**src/rtl/gestor_botones.sv**
```systemverilog
// Turns debounced button levels into short/long press events with one pending slot per
// button and a round-robin shared valid/ready port. Optional auto-repeat: GESTOR_AUTOREPEAT_EN.
module gestor_botones #(
  parameter  int unsigned N_BOT    = 4,
  parameter  int unsigned LONG_CNT = 50000,
  parameter  int unsigned REP_CNT  = 25000,
  localparam int unsigned IDW      = (N_BOT > 1) ? $clog2(N_BOT) : 1
) (
  input  logic             clk,
  input  logic             rst,
  input  logic [N_BOT-1:0] boton_db,
  output logic             evt_valid,
  input  logic             evt_ready,
  output logic [IDW-1:0]   evt_id,
  output logic             evt_long,
  output logic [N_BOT-1:0] ovf,
  input  logic             ovf_clr
);

  localparam int unsigned CW = $clog2(LONG_CNT + 1);
`ifdef GESTOR_AUTOREPEAT_EN
  localparam int unsigned RW = $clog2(REP_CNT + 1);
`endif

  // Reject illegal configurations at elaboration time.
  if (N_BOT < 1 || N_BOT > 8 || LONG_CNT < 2 || REP_CNT < 2) begin : g_bad_params
    $error("gestor_botones: illegal parameter set");
  end

  logic [N_BOT-1:0] w_evt;
  logic [N_BOT-1:0] w_evt_long;
  logic [N_BOT-1:0] w_pend;
  logic [N_BOT-1:0] w_kind;
  logic [N_BOT-1:0] w_gnt;
  logic [N_BOT-1:0] w_ovf;

  logic             r_evt_valid;
  logic [IDW-1:0]   r_evt_id;
  logic             r_evt_long;
  logic [IDW-1:0]   r_rr;

  logic             w_load;
  logic             w_found;
  logic [IDW-1:0]   w_sel;
  logic [IDW-1:0]   w_scan;
  logic [IDW-1:0]   w_rr_next;

  for (genvar gi = 0; gi < N_BOT; gi++) begin : g_bot
    logic          r_prev;
    logic [CW-1:0] r_cnt;
    logic          r_long_sent;
    logic          r_pend;
    logic          r_kind;
    logic          r_ovf;
    logic          w_rel;
    logic          w_long_hit;
    logic          w_rep_hit;
    logic          w_drop;

    assign w_rel      = r_prev && !boton_db[gi];
    assign w_long_hit = boton_db[gi] && (r_cnt == CW'(LONG_CNT - 1));

`ifdef GESTOR_AUTOREPEAT_EN
    logic [RW-1:0] r_rep;

    assign w_rep_hit = boton_db[gi] && r_long_sent && (r_rep == RW'(REP_CNT - 1));

    // Repeat period counter, restarted by every long emission while held.
    always_ff @(posedge clk or posedge rst) begin
      if (rst) begin
        r_rep <= '0;
      end else if (!boton_db[gi] || w_long_hit || w_rep_hit) begin
        r_rep <= '0;
      end else if (r_long_sent) begin
        r_rep <= r_rep + RW'(1);
      end
    end
`else
    assign w_rep_hit = 1'b0;
`endif

    // Events raised while the button is held are long; the release event is short.
    assign w_evt[gi]      = w_long_hit || w_rep_hit || (w_rel && !r_long_sent);
    assign w_evt_long[gi] = boton_db[gi];
    assign w_drop         = w_evt[gi] && r_pend && !w_gnt[gi];

    assign w_pend[gi] = r_pend;
    assign w_kind[gi] = r_kind;
    assign w_ovf[gi]  = r_ovf;

    // Level history, saturating held counter and one-long-per-press flag.
    always_ff @(posedge clk or posedge rst) begin
      if (rst) begin
        r_prev      <= 1'b0;
        r_cnt       <= '0;
        r_long_sent <= 1'b0;
      end else begin
        r_prev <= boton_db[gi];
        if (!boton_db[gi]) begin
          r_cnt       <= '0;
          r_long_sent <= 1'b0;
        end else begin
          if (r_cnt != CW'(LONG_CNT)) begin
            r_cnt <= r_cnt + CW'(1);
          end
          if (w_long_hit) begin
            r_long_sent <= 1'b1;
          end
        end
      end
    end

    // Pending slot: a grant in the same cycle frees room for the new event.
    always_ff @(posedge clk or posedge rst) begin
      if (rst) begin
        r_pend <= 1'b0;
        r_kind <= 1'b0;
      end else if (w_evt[gi]) begin
        if (!r_pend || w_gnt[gi]) begin
          r_pend <= 1'b1;
          r_kind <= w_evt_long[gi];
        end
      end else if (w_gnt[gi]) begin
        r_pend <= 1'b0;
      end
    end

    // Sticky drop flag; clear wins over a simultaneous set.
    always_ff @(posedge clk or posedge rst) begin
      if (rst) begin
        r_ovf <= 1'b0;
      end else if (ovf_clr) begin
        r_ovf <= 1'b0;
      end else if (w_drop) begin
        r_ovf <= 1'b1;
      end
    end
  end

  // Round-robin search for the first pending slot at or after r_rr.
  always_comb begin
    w_load  = !r_evt_valid || evt_ready;
    w_found = 1'b0;
    w_sel   = '0;
    w_scan  = '0;
    for (int k = 0; k < int'(N_BOT); k++) begin
      w_scan = IDW'((int'(r_rr) + k) % int'(N_BOT));
      if (!w_found && w_pend[w_scan]) begin
        w_found = 1'b1;
        w_sel   = w_scan;
      end
    end
    w_gnt     = (w_load && w_found) ? (N_BOT'(1) << w_sel) : '0;
    w_rr_next = (w_sel == IDW'(N_BOT - 1)) ? '0 : (w_sel + IDW'(1));
  end

  // Output event register and round-robin pointer.
  always_ff @(posedge clk or posedge rst) begin
    if (rst) begin
      r_evt_valid <= 1'b0;
      r_evt_id    <= '0;
      r_evt_long  <= 1'b0;
      r_rr        <= '0;
    end else if (w_load) begin
      if (w_found) begin
        r_evt_valid <= 1'b1;
        r_evt_id    <= w_sel;
        r_evt_long  <= w_kind[w_sel];
        r_rr        <= w_rr_next;
      end else begin
        r_evt_valid <= 1'b0;
      end
    end
  end

  assign evt_valid = r_evt_valid;
  assign evt_id    = r_evt_id;
  assign evt_long  = r_evt_long;
  assign ovf       = w_ovf;

endmodule
```
**config.mk**
```make
export PLATFORM = sky130hd
export DESIGN_NAME = gestor_botones
export DESIGN_NICKNAME = d
export VERILOG_FILES = /design/src/rtl/gestor_botones.sv
export SDC_FILE = /design/constraint.sdc
export NUM_CORES = 1
export LEC_CHECK = 0
export ABC_AREA = 1
export BUFFER_PORTS_ARGS = -buffer_cell sky130_fd_sc_hd__buf_2
export CAP_MARGIN = 40
export CORE_MARGIN = 4
export CORE_UTILIZATION = 55
export CTS_BUF_LIST = sky130_fd_sc_hd__clkbuf_4
export DETAILED_ROUTE_END_ITERATION = 12
export GPL_TIMING_DRIVEN = 0
export PLACE_DENSITY_LB_ADDON = 0.12
export SYNTH_ARGS = -nofsm -noshare
export SYNTH_HDL_FRONTEND = slang
export SYNTH_SLANG_ARGS = --single-unit
```
**constraint.sdc**
```tcl
create_clock -name clk -period 2.4 [get_ports clk]
set_input_delay 0.24 -clock clk [delete_from_list [all_inputs] [get_ports clk]]
set_output_delay 0.24 -clock clk [all_outputs]
set_load 0.005 [all_outputs]
```
==> results.yml <==
synth:
  synth_seq_cells: 90
  ys_seq_area_share_pct: 47.22
  synth.area.top_cells: "dfrtp_1 47%, nand2_1 8.0%, inv_1 6.7%"
  yosysTopAreaCellShare_pct: 47.22
  synth_common_cells: "102 x nand2_1, 90 x dfrtp_1, 85 x inv_1"
  synth.cell_area_sq_um: 4770
  netlist_instances: 583
  synth_edf_count: 0
  synth_area_leader_cell: "dfrtp_1"
  synth_area_per_cell_sq_um: 8.181
  yosysMostFrequentCell: "nand2_1"
  synth_fp_nets: 603
  async_flop_share_pct: 100.0
  ys.flop_type: "dfrtp_1"
  synth_warnings: 0
  synth_cell_types: 41
critical_path:
  crit_buf_inv: 4
  crit_chain: "buf_6, inv_8, nand2_1, nand3_1, nand2_2, nor2_4, nand3_1, nand3_1, nand2_2, inv_2, ha_1, inv_1, o21ai_4, nand2_2, nand2_1, o21ai_2"
  crit_type: "register to register"
  worstPathArrival_ns: 2.42
  end_kind: "register"
  cpPeakStageDelay_ns: 0.39
  cp_top_family: "simple AND/OR/NAND/NOR gates"
  crit_required_ns: 2.70
  critPathMaxFanout: 10
  critPathSlowestCell: "dfrtp_1"
  start_kind: "register"
clock_network:
  htreeDepth: 3
  clkTransAtPathRegs_ns: 0.13
  clock_sinks: 90
  numCtsBuffers: 9
  root_buffer: "clkbuf_4"
  clk_path_buf_depth: 2
  clkLatencyLatePin_ns: 0.41
  cts_resized: 0
  cts_setup_buffers: 0
  cts_tree: "built"
floorplanning:
  die_x_microns: 101.1
  rows: 33
  io_pins: 16
  die_h_microns: 101.1
  die_area_sq_um: 10230
  core_area_sq_um: 8341
  start_util_pct: 57.19
global_route:
  antenna_found_initial: 0
  grt_busiest_layer: "met2"
  grt_pass1_vias: 3593
  grtUsageMet1_pct: 25.82
  grt_max_degree: 33
  grt_pass1_wl_microns: 15590
  grt_remaining_overflow: 0
  track_usage_pct: 18.67
  globalRouteMet3Util_pct: 2.561
  grtUsageMet2_pct: 30.13
routing:
  ant_nets: 0
  drt-pass1-iter-count: 4
  vias: 3818
  drc: 0
  viasPerCell: 5.266
  drt_iter0_markers: 130
  wire_per_inst_microns: 11.93
  wirelength_microns: 8651
cells_and_area:
  drive_above_1_share_pct: 14.35
  diodes: 0
  finalNonFillerCells: 725
  fillCellCount: 743
  nets: 636
  area_growth_pct: 9.050
pwr:
  power_frac_clock_pct: 17.9
  internal_power_uw: 2709
  comb_power_share_pct: 42.2
  ir_drop_uv: 443.8
  power_density_nw_per_um2: 867.2
  leakagePower_uw: 0.002470
  p_sw_uw: 1802
  seqPwrFrac_pct: 39.8
  switching_share_pct: 39.94
timing:
  hold_viol: 0
  slew_headroom_pct: 56.52
  rsz0062_at_grt: "no"
  whs_ns: 0.04026
  skew_ns: 0.01829
  setup_slack_ns: 0.2821
  setup_viol: 0
  totalNegativeSetupSlack_ns: 0
  final.period_utilization_pct: 88.24
  slew_viol_final: 0
  fmax_mhz: 472.2
  layout_min_cycle_time_ns: 2.118
  tightest_slew_ns: 0.6508
place:
  dpl_worst_slack_ns: 0.3016
  port_buffers: 15
  routabilityCongestion: 0.8494
  hpwlAfterDp_microns: 6502
  dp_cells: 705
job:
  cap_violations: 0
worst_hold_path:
  hp-class: "input pin to register"
status:
  status: "finished clean"
## worst register-to-register path, cell delays in order, from the launching register on
cell,delay (ns)
dfrtp_1,0.39
buf_6,0.15
inv_8,0.08
nand2_1,0.07
nand3_1,0.11
nand2_2,0.10
nor2_4,0.17
nand3_1,0.09
nand3_1,0.09
nand2_2,0.10
inv_2,0.09
ha_1,0.14
inv_1,0.06
o21ai_4,0.18
nand2_2,0.09
nand2_1,0.08
o21ai_2,0.05
## flip-flops by register name, summed over array words and instances, names as in the netlist
signal             cells
evt_valid              1
g_bot.r_ovf            4
g_bot.r_pend           4
g_bot.r_long_sent      4
g_bot.r_prev           4
g_bot.r_cnt           64
evt_long               1
g_bot.r_kind           4
r_rr                   2
evt_id                 2
## cell families (layout without fill, tap and decap cells)
family	count (synthesis)	after routing	share of synthesized area, %
compound gates	97	97	11.86
fa+ha+maj	12	12	3.148
flops	90	90	47.22
simple gates	270	270	27.65
buf+inv	109	146	9.208
xor+xnor	5	5	0.9181
## power groups by stage
stage	registers [uW]	clock network, uW	logic [uW]
floorplan	1810	0	1560
global placement	1820	0	1860
detailed placement	1830	0	1910
CTS	1800	847	1930
global route	1820	899	2190
finish	1800	808	1910
## final cells by class
class | instances | area (sq um) | area share (%)
repair buffers | 22 | 165.2 | 3.175
inverters | 100 | 386.6 | 7.433
flip-flops and latches | 90 | 2252 | 43.30
plain buffers | 9 | 56.30 | 1.083
multi-input cells | 384 | 2078 | 39.96
clock inverters | 3 | 41.29 | 0.7938
well taps | 105 | 131.4 | 2.526
clock buffers | 12 | 90.09 | 1.732
## metal layers
metal | routed length, microns | vias up
li1 | - | 1972
met1 | 4356 | 1795
met2 | 4018 | 44
met3 | 184 | 7
met4 | 92 | 0
met5 | 0 | -
## per-stage QoR
step / cell area [sq um] / utilization (%) / total power (uW)
finish: 5201 / 62.36 / 4511
detailed placement: 5020 / 60.19 / 3739
floorplan: 4773 / - / 3371
global placement: 4980 / 59.71 / 3684
global route: 5201 / 62.36 / 4907
CTS: 5201 / 62.36 / 4575
## final timing paths
path                       startpoint           endpoint  slack, ns  depth (start not counted)
max reg2reg                   r_rr[0]    g_bot[2].r_kind       0.28                         16
min in group asynchronous         rst  g_bot[1].r_cnt[3]       0.45                          3
max in group asynchronous         rst           evt_long       1.37                          4
max                           r_rr[0]    g_bot[2].r_kind       0.28                         16
min                           ovf_clr     g_bot[0].r_ovf       0.04                          2
min reg2reg                  evt_long           evt_long       0.49                          2
## what timing repair did
action                                  in CTS  in global routing
hold endpoints to repair                    30                  0
endpoints found under the setup margin       0                  0
hold buffers                                 5                  0
## layout by cell type, fill, tap and decap left out, drive strengths merged
master       count
nand2          117
inv             98
dfrtp           90
nor2            52
o21ai           49
nand3           41
a21oi           37
nor3            22
buf             22
nand4           20
clkbuf          16
ha              12
nor4             9
a31oi            5
dlygate4sd3      5
and3             4
xor2             4
o21a             2
clkinv           2
nor3b            2
clkinvlp         2
or2              2
o221a            1
a2bb2oi          1
and2             1
a221oi           1
xnor2            1
a211oi           1
bufinv           1
No activity file was read; power rests on OpenSTA's default activity.
